--- config.mk ---
export PLATFORM = sky130hd
export DESIGN_NAME = t03_mem_request_arbiter
export DESIGN_NICKNAME = d
export VERILOG_FILES = /design/src/rtl/t03_mem_request_arbiter.sv
export SDC_FILE = /design/constraint.sdc
export NUM_CORES = 1
export LEC_CHECK = 0
export BUFFER_PORTS_ARGS = -buffer_cell sky130_fd_sc_hd__buf_2
export CAP_MARGIN = 30
export CORE_MARGIN = 2
export CORE_UTILIZATION = 49
export DETAILED_ROUTE_END_ITERATION = 8
export PLACE_DENSITY = 0.79
export SLEW_MARGIN = 40
export SYNTH_ARGS = -nofsm -noshare
export SYNTH_HDL_FRONTEND = slang
export SYNTH_SLANG_ARGS = --single-unit
--- constraint.sdc ---
create_clock -name clk -period 6.4 [get_ports clk]
set_input_delay 0.96 -clock clk [delete_from_list [all_inputs] [get_ports clk]]
set_output_delay 0.96 -clock clk [all_outputs]
set_load 0.03 [all_outputs]
--- src/rtl/t03_mem_request_arbiter.sv ---
`default_nettype none
// ============================================================================
// t03_mem_request_arbiter : fetch/load/store arbiter onto one bus-manager port
// Rev 1.0 - byte-lane steering, alignment check, busy handshake, bus timeout
// ============================================================================
module t03_mem_request_arbiter #(
   parameter logic [31:0] ADDR_OFFSET    = 32'h3300_0000,
   parameter int unsigned TIMEOUT_CYCLES = 256,
   parameter int unsigned TO_W           = 9
) (
   input  logic        clk,
   input  logic        nrst,
   input  logic        en,
   input  logic        i_request,
   input  logic [31:0] instruction_address,
   input  logic        memread,
   input  logic        memwrite,
   input  logic [31:0] data_address,
   input  logic [31:0] data_to_write,
   input  logic [1:0]  size,
   input  logic        load_unsigned,
   input  logic        busy_o,
   input  logic [31:0] cpu_dat_o,
   output logic        read_i,
   output logic        write_i,
   output logic [31:0] adr_i,
   output logic [31:0] cpu_dat_i,
   output logic [3:0]  sel_i,
   output logic [31:0] instruction,
   output logic [31:0] data_read,
   output logic        i_hit,
   output logic        d_hit,
   output logic        bus_err
);

   typedef enum logic [1:0] {
      IDLE      = 2'd0,
      WAIT_BUSY = 2'd1,
      WAIT_DONE = 2'd2
   } state_t;

   localparam logic [1:0]      c_kind_fetch = 2'd0;
   localparam logic [1:0]      c_kind_load  = 2'd1;
   localparam logic [1:0]      c_kind_store = 2'd2;
   localparam logic [TO_W-1:0] c_timeout    = TO_W'(TIMEOUT_CYCLES);

   state_t          state_q, state_d;
   logic [TO_W-1:0] cnt_q, cnt_d;
   logic            saw_busy_q, saw_busy_d;
   logic            read_q, read_d, write_q, write_d;
   logic [31:0]     adr_q, adr_d, dat_q, dat_d;
   logic [3:0]      sel_q, sel_d;
   logic [31:0]     instr_q, instr_d, dread_q, dread_d;
   logic            i_hit_q, i_hit_d, d_hit_q, d_hit_d, err_q, err_d;
   logic [1:0]      kind_q, kind_d, size_q, size_d, off_q, off_d;
   logic            uns_q, uns_d;

   logic [1:0]      w_size_eff;
   logic            w_data_misaligned;
   logic [3:0]      w_data_sel;
   logic [31:0]     w_data_wdat;
   logic [TO_W-1:0] w_cnt_inc;
   logic            w_timeout;
   logic [31:0]     w_lane;
   logic [31:0]     w_load_val;
   logic            w_finish, w_fail;

   assign w_size_eff = (size == 2'd3) ? 2'd2 : size;
   assign w_cnt_inc  = cnt_q + TO_W'(1);
   assign w_timeout  = (TIMEOUT_CYCLES != 0) && (w_cnt_inc == c_timeout);
   assign w_lane     = cpu_dat_o >> {off_q, 3'b000};

   always_comb begin
      w_data_misaligned = 1'b0;
      w_data_sel        = 4'b1111;
      w_data_wdat       = data_to_write;
      case (w_size_eff)
         2'd0: begin
            w_data_sel  = 4'b0001 << data_address[1:0];
            w_data_wdat = {4{data_to_write[7:0]}};
         end
         2'd1: begin
            w_data_misaligned = data_address[0];
            w_data_sel        = 4'b0011 << data_address[1:0];
            w_data_wdat       = {2{data_to_write[15:0]}};
         end
         default: w_data_misaligned = |data_address[1:0];
      endcase
   end

   always_comb begin
      w_load_val = w_lane;
      case (size_q)
         2'd0: w_load_val = uns_q ? {24'd0, w_lane[7:0]} : {{24{w_lane[7]}}, w_lane[7:0]};
         2'd1: w_load_val = uns_q ? {16'd0, w_lane[15:0]} : {{16{w_lane[15]}}, w_lane[15:0]};
         default: w_load_val = w_lane;
      endcase
   end

   always_comb begin
      state_d    = state_q;
      cnt_d      = cnt_q;
      saw_busy_d = saw_busy_q;
      read_d     = 1'b0;
      write_d    = 1'b0;
      adr_d      = adr_q;
      dat_d      = dat_q;
      sel_d      = sel_q;
      instr_d    = instr_q;
      dread_d    = dread_q;
      i_hit_d    = 1'b0;
      d_hit_d    = 1'b0;
      err_d      = 1'b0;
      kind_d     = kind_q;
      size_d     = size_q;
      uns_d      = uns_q;
      off_d      = off_q;
      w_finish   = 1'b0;
      w_fail     = 1'b0;

      case (state_q)
         IDLE: begin
            // No issue at all in a hit cycle: the CPU has not yet dropped the request it just saw finish.
            if (!d_hit_q && !i_hit_q) begin
               if (memwrite || memread) begin
                  if (w_data_misaligned) begin
                     d_hit_d = 1'b1;
                     err_d   = 1'b1;
                  end else begin
                     write_d    = memwrite;
                     read_d     = !memwrite;
                     adr_d      = {data_address[31:2], 2'b00} + ADDR_OFFSET;
                     sel_d      = w_data_sel;
                     dat_d      = memwrite ? w_data_wdat : 32'd0;
                     kind_d     = memwrite ? c_kind_store : c_kind_load;
                     size_d     = w_size_eff;
                     uns_d      = load_unsigned;
                     off_d      = data_address[1:0];
                     cnt_d      = '0;
                     saw_busy_d = 1'b0;
                     state_d    = WAIT_BUSY;
                  end
               end else if (i_request) begin
                  if (|instruction_address[1:0]) begin
                     i_hit_d = 1'b1;
                     err_d   = 1'b1;
                  end else begin
                     read_d     = 1'b1;
                     adr_d      = {instruction_address[31:2], 2'b00} + ADDR_OFFSET;
                     sel_d      = 4'b1111;
                     dat_d      = 32'd0;
                     kind_d     = c_kind_fetch;
                     size_d     = 2'd2;
                     uns_d      = 1'b0;
                     off_d      = 2'd0;
                     cnt_d      = '0;
                     saw_busy_d = 1'b0;
                     state_d    = WAIT_BUSY;
                  end
               end
            end
         end
         WAIT_BUSY: begin
            cnt_d = w_cnt_inc;
            if (w_timeout) begin
               w_finish = 1'b1;
               w_fail   = 1'b1;
            end else if (busy_o) begin
               saw_busy_d = 1'b1;
               state_d    = WAIT_DONE;
            end
         end
         WAIT_DONE: begin
            cnt_d = w_cnt_inc;
            // Completion takes precedence over a timeout landing on the same cycle.
            if (!busy_o && saw_busy_q) begin
               w_finish = 1'b1;
            end else if (w_timeout) begin
               w_finish = 1'b1;
               w_fail   = 1'b1;
            end
         end
         default: state_d = IDLE;
      endcase

      if (w_finish) begin
         state_d    = IDLE;
         saw_busy_d = 1'b0;
         adr_d      = 32'd0;
         sel_d      = 4'd0;
         dat_d      = 32'd0;
         err_d      = w_fail;
         if (kind_q == c_kind_fetch) begin
            i_hit_d = 1'b1;
            if (!w_fail) instr_d = cpu_dat_o;
         end else begin
            d_hit_d = 1'b1;
            if (!w_fail && kind_q == c_kind_load) dread_d = w_load_val;
         end
      end
   end

   always_ff @(posedge clk or negedge nrst) begin
      if (!nrst) begin
         state_q    <= IDLE;
         cnt_q      <= '0;
         saw_busy_q <= 1'b0;
         read_q     <= 1'b0;
         write_q    <= 1'b0;
         adr_q      <= 32'd0;
         dat_q      <= 32'd0;
         sel_q      <= 4'd0;
         instr_q    <= 32'd0;
         dread_q    <= 32'd0;
         i_hit_q    <= 1'b0;
         d_hit_q    <= 1'b0;
         err_q      <= 1'b0;
         kind_q     <= c_kind_fetch;
         size_q     <= 2'd0;
         uns_q      <= 1'b0;
         off_q      <= 2'd0;
      end else if (en) begin
         state_q    <= state_d;
         cnt_q      <= cnt_d;
         saw_busy_q <= saw_busy_d;
         read_q     <= read_d;
         write_q    <= write_d;
         adr_q      <= adr_d;
         dat_q      <= dat_d;
         sel_q      <= sel_d;
         instr_q    <= instr_d;
         dread_q    <= dread_d;
         i_hit_q    <= i_hit_d;
         d_hit_q    <= d_hit_d;
         err_q      <= err_d;
         kind_q     <= kind_d;
         size_q     <= size_d;
         uns_q      <= uns_d;
         off_q      <= off_d;
      end
   end

   assign read_i      = read_q;
   assign write_i     = write_q;
   assign adr_i       = adr_q;
   assign cpu_dat_i   = dat_q;
   assign sel_i       = sel_q;
   assign instruction = instr_q;
   assign data_read   = dread_q;
   assign i_hit       = i_hit_q;
   assign d_hit       = d_hit_q;
   assign bus_err     = err_q;

endmodule
`default_nettype wire

==> flow_summary.toml, run 1 <==
[status]
outcome = "finished, final reports clean"

[floorplanning]
floorplan.die_area_sq_um = 17200
initial_utilization = 0.499
die_h_um = 131
die_x_um = 131
floorplan.rows = 46
io_pins = 275
core_sq_um = 15800

[synth]
ys_async_sr_fraction = 1.00
synth_top_area_frac = 0.488
synthFlopType = "sky130_fd_sc_hd__dfrtp_1"
synth_area_per_cell_sq_um = 11.2
muxShareOfSynthArea = 0.181
synth-seq-cells = 154
synth_cells = 706
mappedNetlistArea_sq_um = 7900
synth_enable_flop_cells = 0
synth_top_family_by_area = "multiplexers"
ys_seq_area_frac = 0.488
synth-warning-count = 0
synth_cell_type_count = 69
yosys.area_share.adder = 0.0111
synth_area_leader_cell = "sky130_fd_sc_hd__dfrtp_1"
yosys.area_share.simple = 0.104
synth_top_cells_by_area = "sky130_fd_sc_hd__dfrtp_1, sky130_fd_sc_hd__mux2i_1, sky130_fd_sc_hd__mux2_4, sky130_fd_sc_hd__a21oi_1, sky130_fd_sc_hd__mux2_2"
synth_xor_area_frac = 0.00554
synth_compound_area_frac = 0.168

[critical_path]
crit_type = "in2reg"
r2r_cells = 6
critical-path-max-stage-delay_ps = 560
cp_num_buf_inv = 2
cpLargestDelayFamily = "buffers and inverters"
critical_path.cell_chain = "buf_2 > nor2_4 > nor3_1 > a211oi_4 > a21oi_4 > buf_4 > a22o_1"
cp_data_required_time_ps = 6770
critical_path.endpoint_type = "flop"
worstSetupStartpointType = "primary input"
timing.critical_path.slowest_stage_cell = "sky130_fd_sc_hd__nor3_1"
critical_path_cell_count = 7
critical_path_arrival_ps = 3540
crit_fanout = 49

[route]
vias_per_cell = 5.55
count_of_nets_left_with_antenna_violations_after_detail_routing = 0
drt_first_pass_iters = 4
wl_per_cell_um = 19.2
detailroute.via_count = 6574
post-route-drc-count = 0
drtIter0Drc = 354
routed_wirelength_mm = 22.7

[pwr]
design_power_total_mw = 4.78
p_leak_nw = 5.15
peakVddDrop_mv = 0.298
power-per-cell-area_nw_per_um2 = 481

[sta]
fmax_ghz = 0.315
worst_slew_margin_rel = 0.474
finalSetupViolations = 0
timing.hold.ws_ps = 469
layout_setup_ws_ps = 3230
worst_slew_pin_slew_ps = 788
finalHoldViolCount = 0
clock_skew_ps = 9.62
post-route-period-util = 0.496
slew_viol_final = 0
layout_min_cycle_time_ps = 3170
grt_setup_unrepaired = "false"
timing.setup.tns_ps = 0

[clock_tree]
clock_path_buffers = 2
insertion_delay_ps = 430
tritoncts = "built"
hold_bufs_inserted_after_cts = 0
clock-root-buffer = "sky130_fd_sc_hd__clkbuf_16"
cts.reportedPaths.clkPinSlew_ps = 60
htree_levels = 4
cts_resized = 0
post_cts.repair.setup_buffers = 0
tritoncts.num_buffers = 17
numClockSinks = 154

[layout]
final_net_count = 1097
area_delta_synth_final_pct = 25.8
post-route-cell-area_sq_um = 9940
finish.cell_count_without_fillers = 1185
post-route-util = 0.628
layout_commonest_cell = "sky130_fd_sc_hd__buf_2"
final_layout_size_suffix_gt1_frac = 0.401
layout_common_cells = "sky130_fd_sc_hd__buf_2, sky130_fd_sc_hd__dfrtp_1, sky130_fd_sc_hd__mux2i_1"

[placement]
place.gp.congestion = 0.877
dp.cells = 1149
detailedPlacementHpwl_mm = 16.4
placedInstanceArea_sq_um = 9300
port_buffers = 272
pre_cts_ws_ps = 2810

[hold_path]
hold_path.class = "reg2reg"
whs_path_depth = 1

[global_route]
total_global_routing_track_utilization = 0.265
grt_start_max_net_pins = 98
grt_overflow = 0
grt_antenna_before_repair = 6
grt_pass1_vias = 6478
grt_first_pass_wirelength_mm = 34.6

[flow_run]
drv_cap = 0
==> worst register-to-register path, cell delays in order (launching register included) <==
cell	delay (ps)
sky130_fd_sc_hd__dfrtp_1	430
sky130_fd_sc_hd__inv_1	90
sky130_fd_sc_hd__ha_1	620
sky130_fd_sc_hd__and2_2	310
sky130_fd_sc_hd__nand2_1	80
sky130_fd_sc_hd__and4bb_4	810
sky130_fd_sc_hd__mux2_2	430
==> synthesized netlist by cell type (4+ instances only) <==
| master | count |
|---|---|
| sky130_fd_sc_hd__a21o_1 | 31 |
| sky130_fd_sc_hd__a21oi_1 | 57 |
| sky130_fd_sc_hd__a22o_1 | 24 |
| sky130_fd_sc_hd__buf_1 | 5 |
| sky130_fd_sc_hd__buf_2 | 24 |
| sky130_fd_sc_hd__buf_4 | 4 |
| sky130_fd_sc_hd__clkbuf_1 | 14 |
| sky130_fd_sc_hd__dfrtp_1 | 154 |
| sky130_fd_sc_hd__ha_1 | 7 |
| sky130_fd_sc_hd__inv_1 | 7 |
| sky130_fd_sc_hd__mux2_2 | 22 |
| sky130_fd_sc_hd__mux2_4 | 30 |
| sky130_fd_sc_hd__mux2i_1 | 71 |
| sky130_fd_sc_hd__nand2_1 | 49 |
| sky130_fd_sc_hd__nand3_1 | 7 |
| sky130_fd_sc_hd__nor2_1 | 37 |
| sky130_fd_sc_hd__nor2b_1 | 4 |
| sky130_fd_sc_hd__nor3_1 | 30 |
| sky130_fd_sc_hd__o21ai_0 | 41 |
| sky130_fd_sc_hd__o2bb2ai_1 | 18 |
==> final cells by class <==
cell class,instances,area (sq um)
diodes,5,12.5
clock inverters,12,173
repair buffers,278,1420
flip-flops and latches,154,3850
well taps,216,270
inverters,7,26.3
multi-input cells,494,3730
fillers,1249,5890
clock buffers,19,453
==> registers in the layout, summed over array words and instances (netlist names), 4 cells and up <==
name / count
adr_i: 30
cnt_q: 9
cpu_dat_i: 32
data_read: 32
instruction: 32
sel_i: 4
==> routing by layer <==
metal / vias up / wire, um / track usage
met3: 46 / 1800 / 0.0745
met1: 3205 / 9060 / 0.320
met2: 266 / 11300 / 0.443
li1: 3057 / - / -
met4: 0 / 564 / 0.121
met5: - / 0 / 0
==> worst paths after layout <==
kind / endpoint / startpoint / slack (ps)
max: cpu_dat_i[7]$_DFFE_PN0P_ / size[1] / 3230
min: sel_i[2]$_DFFE_PN0P_ / sel_i[2]$_DFFE_PN0P_ / 470
max reg2reg: data_read[4]$_DFFE_PN0P_ / state_q[0]$_DFFE_PN0P_ / 3520
min reg2reg: sel_i[2]$_DFFE_PN0P_ / sel_i[2]$_DFFE_PN0P_ / 470
max in group asynchronous: off_q[1]$_DFFE_PN0P_ / nrst / 4550
min in group asynchronous: instruction[6]$_DFFE_PN0P_ / nrst / 550
==> power by group <==
group          switching [mW]  total, mW  internal [mW]
sequential              0.278       1.62           1.34
clock                   0.406       1.08          0.669
combinational            1.33       2.08          0.750
==> cell families after synthesis <==
group / after synthesis
DFF: 154
and+or+nand+nor: 160
adders and majority gates: 7
xor gates and xnor gates: 5
other: 1
buffers and inverters: 59
AOI/OAI and AO/OA: 196
muxes: 124
Note: power is estimated with default switching activity, not from simulation.
==> run 2, diff against run 1 <==
Settings changed: ABC_AREA set to 1, PLACE_DENSITY 0.79 to 0.78.
Clock period 6.4 ns to 3.1 ns, I/O delays scaled along.
==> run 2 against run 1 <==
Net effect:
- worst hold slack worse by 190 ps
- combinational power up 68%
- clock power up 94%
- count of clock-buffer cells in the layout up 3
- wire length up 2.8%
- critical path type is now reg2reg
- critical endpoint is now adr_i[30]$_DFFE_PN0P_
==> flow_summary.toml, run 2 <==
[status]
outcome = "finished, final reports clean"

[global_route]
grt_start_max_net_pins = 75
grt_first_pass_wirelength_mm = 37.8
grt_antenna_before_repair = 0
grt_pass1_vias = 7542
grt_overflow = 0
total_global_routing_track_utilization = 0.270

[layout]
multi_input_area_sq_um = 3380
area_delta_synth_final_pct = 26.7
layout.area.seq_sq_um = 3850
finish.cell_count_without_fillers = 1530
layout_commonest_cell = "sky130_fd_sc_hd__nand2_1"
count_of_inserted_antenna_diode_cells = 0
fill_cells = 1439
layout_common_cells = "sky130_fd_sc_hd__nand2_1, sky130_fd_sc_hd__buf_2, sky130_fd_sc_hd__dfrtp_1"
final_layout_size_suffix_gt1_frac = 0.279
final_net_count = 1446

[clock_tree]
hold_bufs_inserted_after_cts = 1
post_cts.repair.setup_buffers = 0
cts_resized = 0
cts.reportedPaths.clkPinSlew_ps = 60
tritoncts = "built"
clock_path_buffers = 2
clock-root-buffer = "sky130_fd_sc_hd__clkbuf_16"
tritoncts.num_buffers = 17
htree_levels = 4
numClockSinks = 154
insertion_delay_ps = 430

[flow_run]
drv_cap = 0

[critical_path]
critical_path_arrival_ps = 3040
r2r-end = "adr_i[30]$_DFFE_PN0P_"
crit_type = "reg2reg"
cpLargestDelayFamily = "buffers and inverters"
cp_num_buf_inv = 4
r2r_cells = 10
critical-path-max-stage-delay_ps = 540
critical_path.endpoint_type = "flop"
r2r_slack_ps = 380
critical_path.cell_chain = "inv_1 > ha_1 > nand2_1 > nor4_2 > inv_2 > nand2_2 > buf_4 > o21ai_0 > o21ai_0 > inv_1"
crit_fanout = 51
timing.critical_path.slowest_stage_cell = "sky130_fd_sc_hd__nor4_2"
cp_data_required_time_ps = 3420
worstSetupStartpointType = "flop"
crit-reg2reg-launch = "state_q[1]$_DFFE_PN0P_"

[route]
routed_wirelength_mm = 23.4
drtIter0Drc = 609
post-route-drc-count = 0
count_of_nets_left_with_antenna_violations_after_detail_routing = 0
drt_first_pass_iters = 8
detailroute.via_count = 7924
wl_per_cell_um = 15.3
vias_per_cell = 5.18

[placement]
detailedPlacementHpwl_mm = 17.2
port_buffers = 272
dp.cells = 1497
place.gp.congestion = 0.893

[floorplanning]
initial_utilization = 0.504
floorplan.die_area_sq_um = 17400
core_sq_um = 15900
die_h_um = 132
floorplan.rows = 46
io_pins = 275
die_x_um = 132

[synth]
synth_top_area_frac = 0.479
synth-warning-count = 0
commonest_cells_in_the_synthesized_netlist = "sky130_fd_sc_hd__nand2_1, sky130_fd_sc_hd__dfrtp_1, sky130_fd_sc_hd__inv_1"
muxShareOfSynthArea = 0.00249
mappedNetlistArea_sq_um = 8040
synth_xor_area_frac = 0.00545
yosysMostFrequentCell = "sky130_fd_sc_hd__nand2_1"
synth_top_family_by_area = "simple AND/OR/NAND/NOR gates"
ys_seq_area_frac = 0.479
synthFlopType = "sky130_fd_sc_hd__dfrtp_1"
ys_async_sr_fraction = 1.00
synth_cell_type_count = 42
synth_area_leader_cell = "sky130_fd_sc_hd__dfrtp_1"
synth_compound_area_frac = 0.149
yosys.area_share.adder = 0.0109
synth_cells = 1048
yosys.area_share.simple = 0.251
synth-seq-cells = 154
synth_top_cells_by_area = "sky130_fd_sc_hd__dfrtp_1, sky130_fd_sc_hd__nand2_1, sky130_fd_sc_hd__inv_1, sky130_fd_sc_hd__o21ai_0, sky130_fd_sc_hd__o21ai_1"
synth_area_per_cell_sq_um = 7.67
synth_enable_flop_cells = 0

[hold_path]
whs_path_depth = 3
hold_path.class = "in2reg"
hold_start = "data_to_write[1]"
worst_hold_path.endpoint = "cpu_dat_i[1]$_DFFE_PN0P_"

[sta]
worst_slew_margin_rel = 0.582
post-route-period-util = 0.877
layout_min_cycle_time_ps = 2720
finalSetupViolations = 0
grt_setup_unrepaired = "false"
fmax_ghz = 0.368
slew_viol_final = 0
worst_slew_pin_slew_ps = 625
clock_skew_ps = 12.3
timing.setup.tns_ps = 0
finalHoldViolCount = 0

[pwr]
power-per-cell-area_nw_per_um2 = 837
p_leak_nw = 5.65
peakVddDrop_mv = 0.462
==> run 2: cell types whose count changed in the layout (fill, tap and decap cells not counted), moves of 35 or more <==
cell | previous run | this run
sky130_fd_sc_hd__inv_1 | 7 | 136
sky130_fd_sc_hd__nand2_1 | 49 | 314
sky130_fd_sc_hd__mux2i_1 | 71 | 2
sky130_fd_sc_hd__a21oi_1 | 57 | 18
sky130_fd_sc_hd__o21ai_0 | 41 | 76
sky130_fd_sc_hd__nand3_1 | 7 | 55
sky130_fd_sc_hd__o21ai_1 | 0 | 68
==> run 2: area by class of cell <==
type                    count  share of cell area
clock buffers              22              0.0466
inverters                 142              0.0528
repair buffers            289               0.152
clock inverters            10              0.0116
well taps                 216              0.0265
multi-input cells         697               0.332
flip-flops and latches    154               0.378
==> run 2: cell families after synthesis <==
kind of cell | Yosys count
AO/OA/AOI/OAI | 211
XOR/XNOR | 5
adder cells (fa/ha/maj) | 7
buffers and inverters | 198
flip-flops | 154
multiplexers | 2
other | 1
AND/OR/NAND/NOR | 470
==> run 2: power breakdown <==
| part | switching [mW] | internal, mW |
|---|---|---|
| Sequential | 0.369 | 2.57 |
| Clock | 0.846 | 1.25 |
| Combinational | 2.47 | 1.02 |
==> run 2: worst reg2reg max path, delay by kind of cell, from the launching register on <==
family / cells / cell delay [ps]
AOI/OAI and AO/OA: 2 / 300
adders and majority gates: 1 / 250
buffers and inverters: 4 / 860
DFF: 1 / 410
and+or+nand+nor: 3 / 790
==> run 2: worst max-delay path by stage <==
stage	startpoint	slack, ps	endpoint	cells past startpoint
2_1_floorplan	size[1]	930	adr_i[17]$_DFFE_PN0P_	13
3_3_place_gp	memread	350	adr_i[30]$_DFFE_PN0P_	12
3_5_place_dp	memread	250	adr_i[30]$_DFFE_PN0P_	12
4_1_cts	state_q[1]$_DFFE_PN0P_	400	adr_i[30]$_DFFE_PN0P_	10
5_1_grt	state_q[0]$_DFFE_PN0P_	110	adr_i[30]$_DFFE_PN0P_	10
6_report	state_q[1]$_DFFE_PN0P_	380	adr_i[30]$_DFFE_PN0P_	10
==> run 2: routing by layer <==
metal	wire, um	track usage
met1	9460	0.344
met2	11200	0.445
met3	1820	0.0623
met4	907	0.115
met5	0	0
==> run 2: per-stage QoR <==
stage	power [mW]	setup slack [ps]	utilization	hold WS (ps)	instance area, sq um
6_report	8.52	382	0.639	278	10200
5_1_grt	9.05	108	0.639	276	10200
4_1_cts	8.55	402	0.638	270	10200
3_5_place_dp	6.44	246	0.601	427	9580
3_3_place_gp	6.39	348	0.601	432	9580
2_1_floorplan	5.28	931	-	169	8040
==> run 3, diff against run 2 <==
Settings changed: ABC_AREA 1 to not set, PLACE_DENSITY 0.78 to 0.79.
==> run 3 against run 2 <==
Net effect:
- global-route usage shrank 1.0 points
- clock power barely moved
- sequential power increased by 13%
- worst setup slack improved by 160 ps
- fmax is 6.4% higher
- utilization is 0.47 points lower
- worst hold slack lost 210 ps
- largest power group unchanged
- highest routed layer unchanged
==> flow_summary.toml, run 3 (synthesis gave the netlist of run 1 again) <==
[sta]
fmax_ghz = 0.392
grt_setup_unrepaired = "false"
slew_viol_final = 0
finalSetupViolations = 0
timing.setup.tns_ps = 0
worst_slew_pin_slew_ps = 693
layout_setup_ws_ps = 546
layout_min_cycle_time_ps = 2550
timing.hold.ws_ps = 64.6
worst_slew_margin_rel = 0.538
finalHoldViolCount = 0
post-route-period-util = 0.824
clock_skew_ps = 9.59

[pwr]
power.net_switching_mw = 4.17
power_report.internal_total_mw = 5.60
switching_share = 0.427
power-per-cell-area_nw_per_um2 = 974
clkPwrFrac = 0.216
design_power_total_mw = 9.77
p_leak_nw = 5.21
seq_power_share = 0.341
peakVddDrop_mv = 0.503
comb_power_share = 0.443

[layout]
layout_common_cells = "sky130_fd_sc_hd__buf_2, sky130_fd_sc_hd__dfrtp_1, sky130_fd_sc_hd__mux2i_1"
post-route-util = 0.634
area_delta_synth_final_pct = 27.0
final_layout_size_suffix_gt1_frac = 0.410
layout_commonest_cell = "sky130_fd_sc_hd__buf_2"
final_net_count = 1111
finish.cell_count_without_fillers = 1199
post-route-cell-area_sq_um = 10000

[route]
drt_first_pass_iters = 4
drtIter0Drc = 357
count_of_nets_left_with_antenna_violations_after_detail_routing = 0
detailroute.via_count = 6608
vias_per_cell = 5.51
post-route-drc-count = 0
routed_wirelength_mm = 22.2
wl_per_cell_um = 18.5

[critical_path]
r2r_slack_ps = 550
crit_type = "reg2reg"
cp_data_required_time_ps = 3460
timing.critical_path.slowest_stage_cell = "sky130_fd_sc_hd__a211oi_4"
worstSetupStartpointType = "flop"
crit_fanout = 16
cp_num_buf_inv = 2
critical_path_arrival_ps = 2920
critical_path.endpoint_type = "flop"
critical_path.cell_chain = "inv_1 > ha_1 > nor3b_2 > nand2_1 > a211oi_4 > nand2_2 > nor2_2 > buf_4 > a22o_1"
cpLargestDelayFamily = "simple AND/OR/NAND/NOR gates"
critical-path-max-stage-delay_ps = 520

[global_route]
total_global_routing_track_utilization = 0.260
grt_start_max_net_pins = 80
grt_overflow = 0
grt_first_pass_wirelength_mm = 34.3
grt_pass1_vias = 6559
grt_antenna_before_repair = 4

[floorplanning]
die_x_um = 131
io_pins = 275
floorplan.die_area_sq_um = 17200
die_h_um = 131
floorplan.rows = 46
initial_utilization = 0.499
core_sq_um = 15800

[clock_tree]
tritoncts = "built"
cts.reportedPaths.clkPinSlew_ps = 60
htree_levels = 4
insertion_delay_ps = 430
hold_bufs_inserted_after_cts = 0
post_cts.repair.setup_buffers = 0
numClockSinks = 154
clock_path_buffers = 2
cts_resized = 0
tritoncts.num_buffers = 17
clock-root-buffer = "sky130_fd_sc_hd__clkbuf_16"

[placement]
detailedPlacementHpwl_mm = 16.4
place.gp.congestion = 0.850
port_buffers = 272
dp.cells = 1163
pre_cts_ws_ps = 491
placedInstanceArea_sq_um = 9420

[status]
outcome = "finished, final reports clean"

[hold_path]
hold_path.class = "in2async"

[flow_run]
drv_cap = 0
==> run 3: layout make-up <==
type | count | area [sq um]
Timing Repair Buffer | 292 | 1550
Clock buffer | 20 | 457
Fill cell | 1291 | 5790
Clock inverter | 12 | 139
Multi-Input combinational cell | 494 | 3730
Inverter | 7 | 26.3
Antenna cell | 4 | 10.0
Tap cell | 216 | 270
Sequential cell | 154 | 3850
==> run 3: worst paths after layout <==
kind	startpoint	end	depth (start not counted)
max	state_q[1]$_DFFE_PN0P_	cpu_dat_i[24]$_DFFE_PN0P_	9
min	nrst	instruction[6]$_DFFE_PN0P_	1
max reg2reg	state_q[1]$_DFFE_PN0P_	cpu_dat_i[24]$_DFFE_PN0P_	9
min reg2reg	sel_i[0]$_DFFE_PN0P_	sel_i[0]$_DFFE_PN0P_	1
max in group asynchronous	nrst	instruction[31]$_DFFE_PN0P_	2
min in group clk	cpu_dat_o[3]	instruction[3]$_DFFE_PN0P_	2
==> run 3: per-layer routing <==
layer	vias up	part of all wire	routed length (um)	track usage
met3	43	0.080	1770	0.0729
li1	3076	-	-	-
met2	296	0.48	10700	0.415
met5	-	0	0	0
met4	0	0.030	677	0.132
met1	3193	0.41	9120	0.325
==> run 3: power groups by stage <==
| stage | sequential [mW] | clock (mW) | combinational (mW) |
|---|---|---|---|
| after floorplan | 4.54 | 0 | 1.78 |
| after global placement | 3.32 | 0 | 4.26 |
| after detailed placement | 3.33 | 0 | 4.34 |
| after CTS | 3.33 | 2.13 | 4.35 |
| after global routing | 3.43 | 2.21 | 4.65 |
| final | 3.33 | 2.11 | 4.33 |
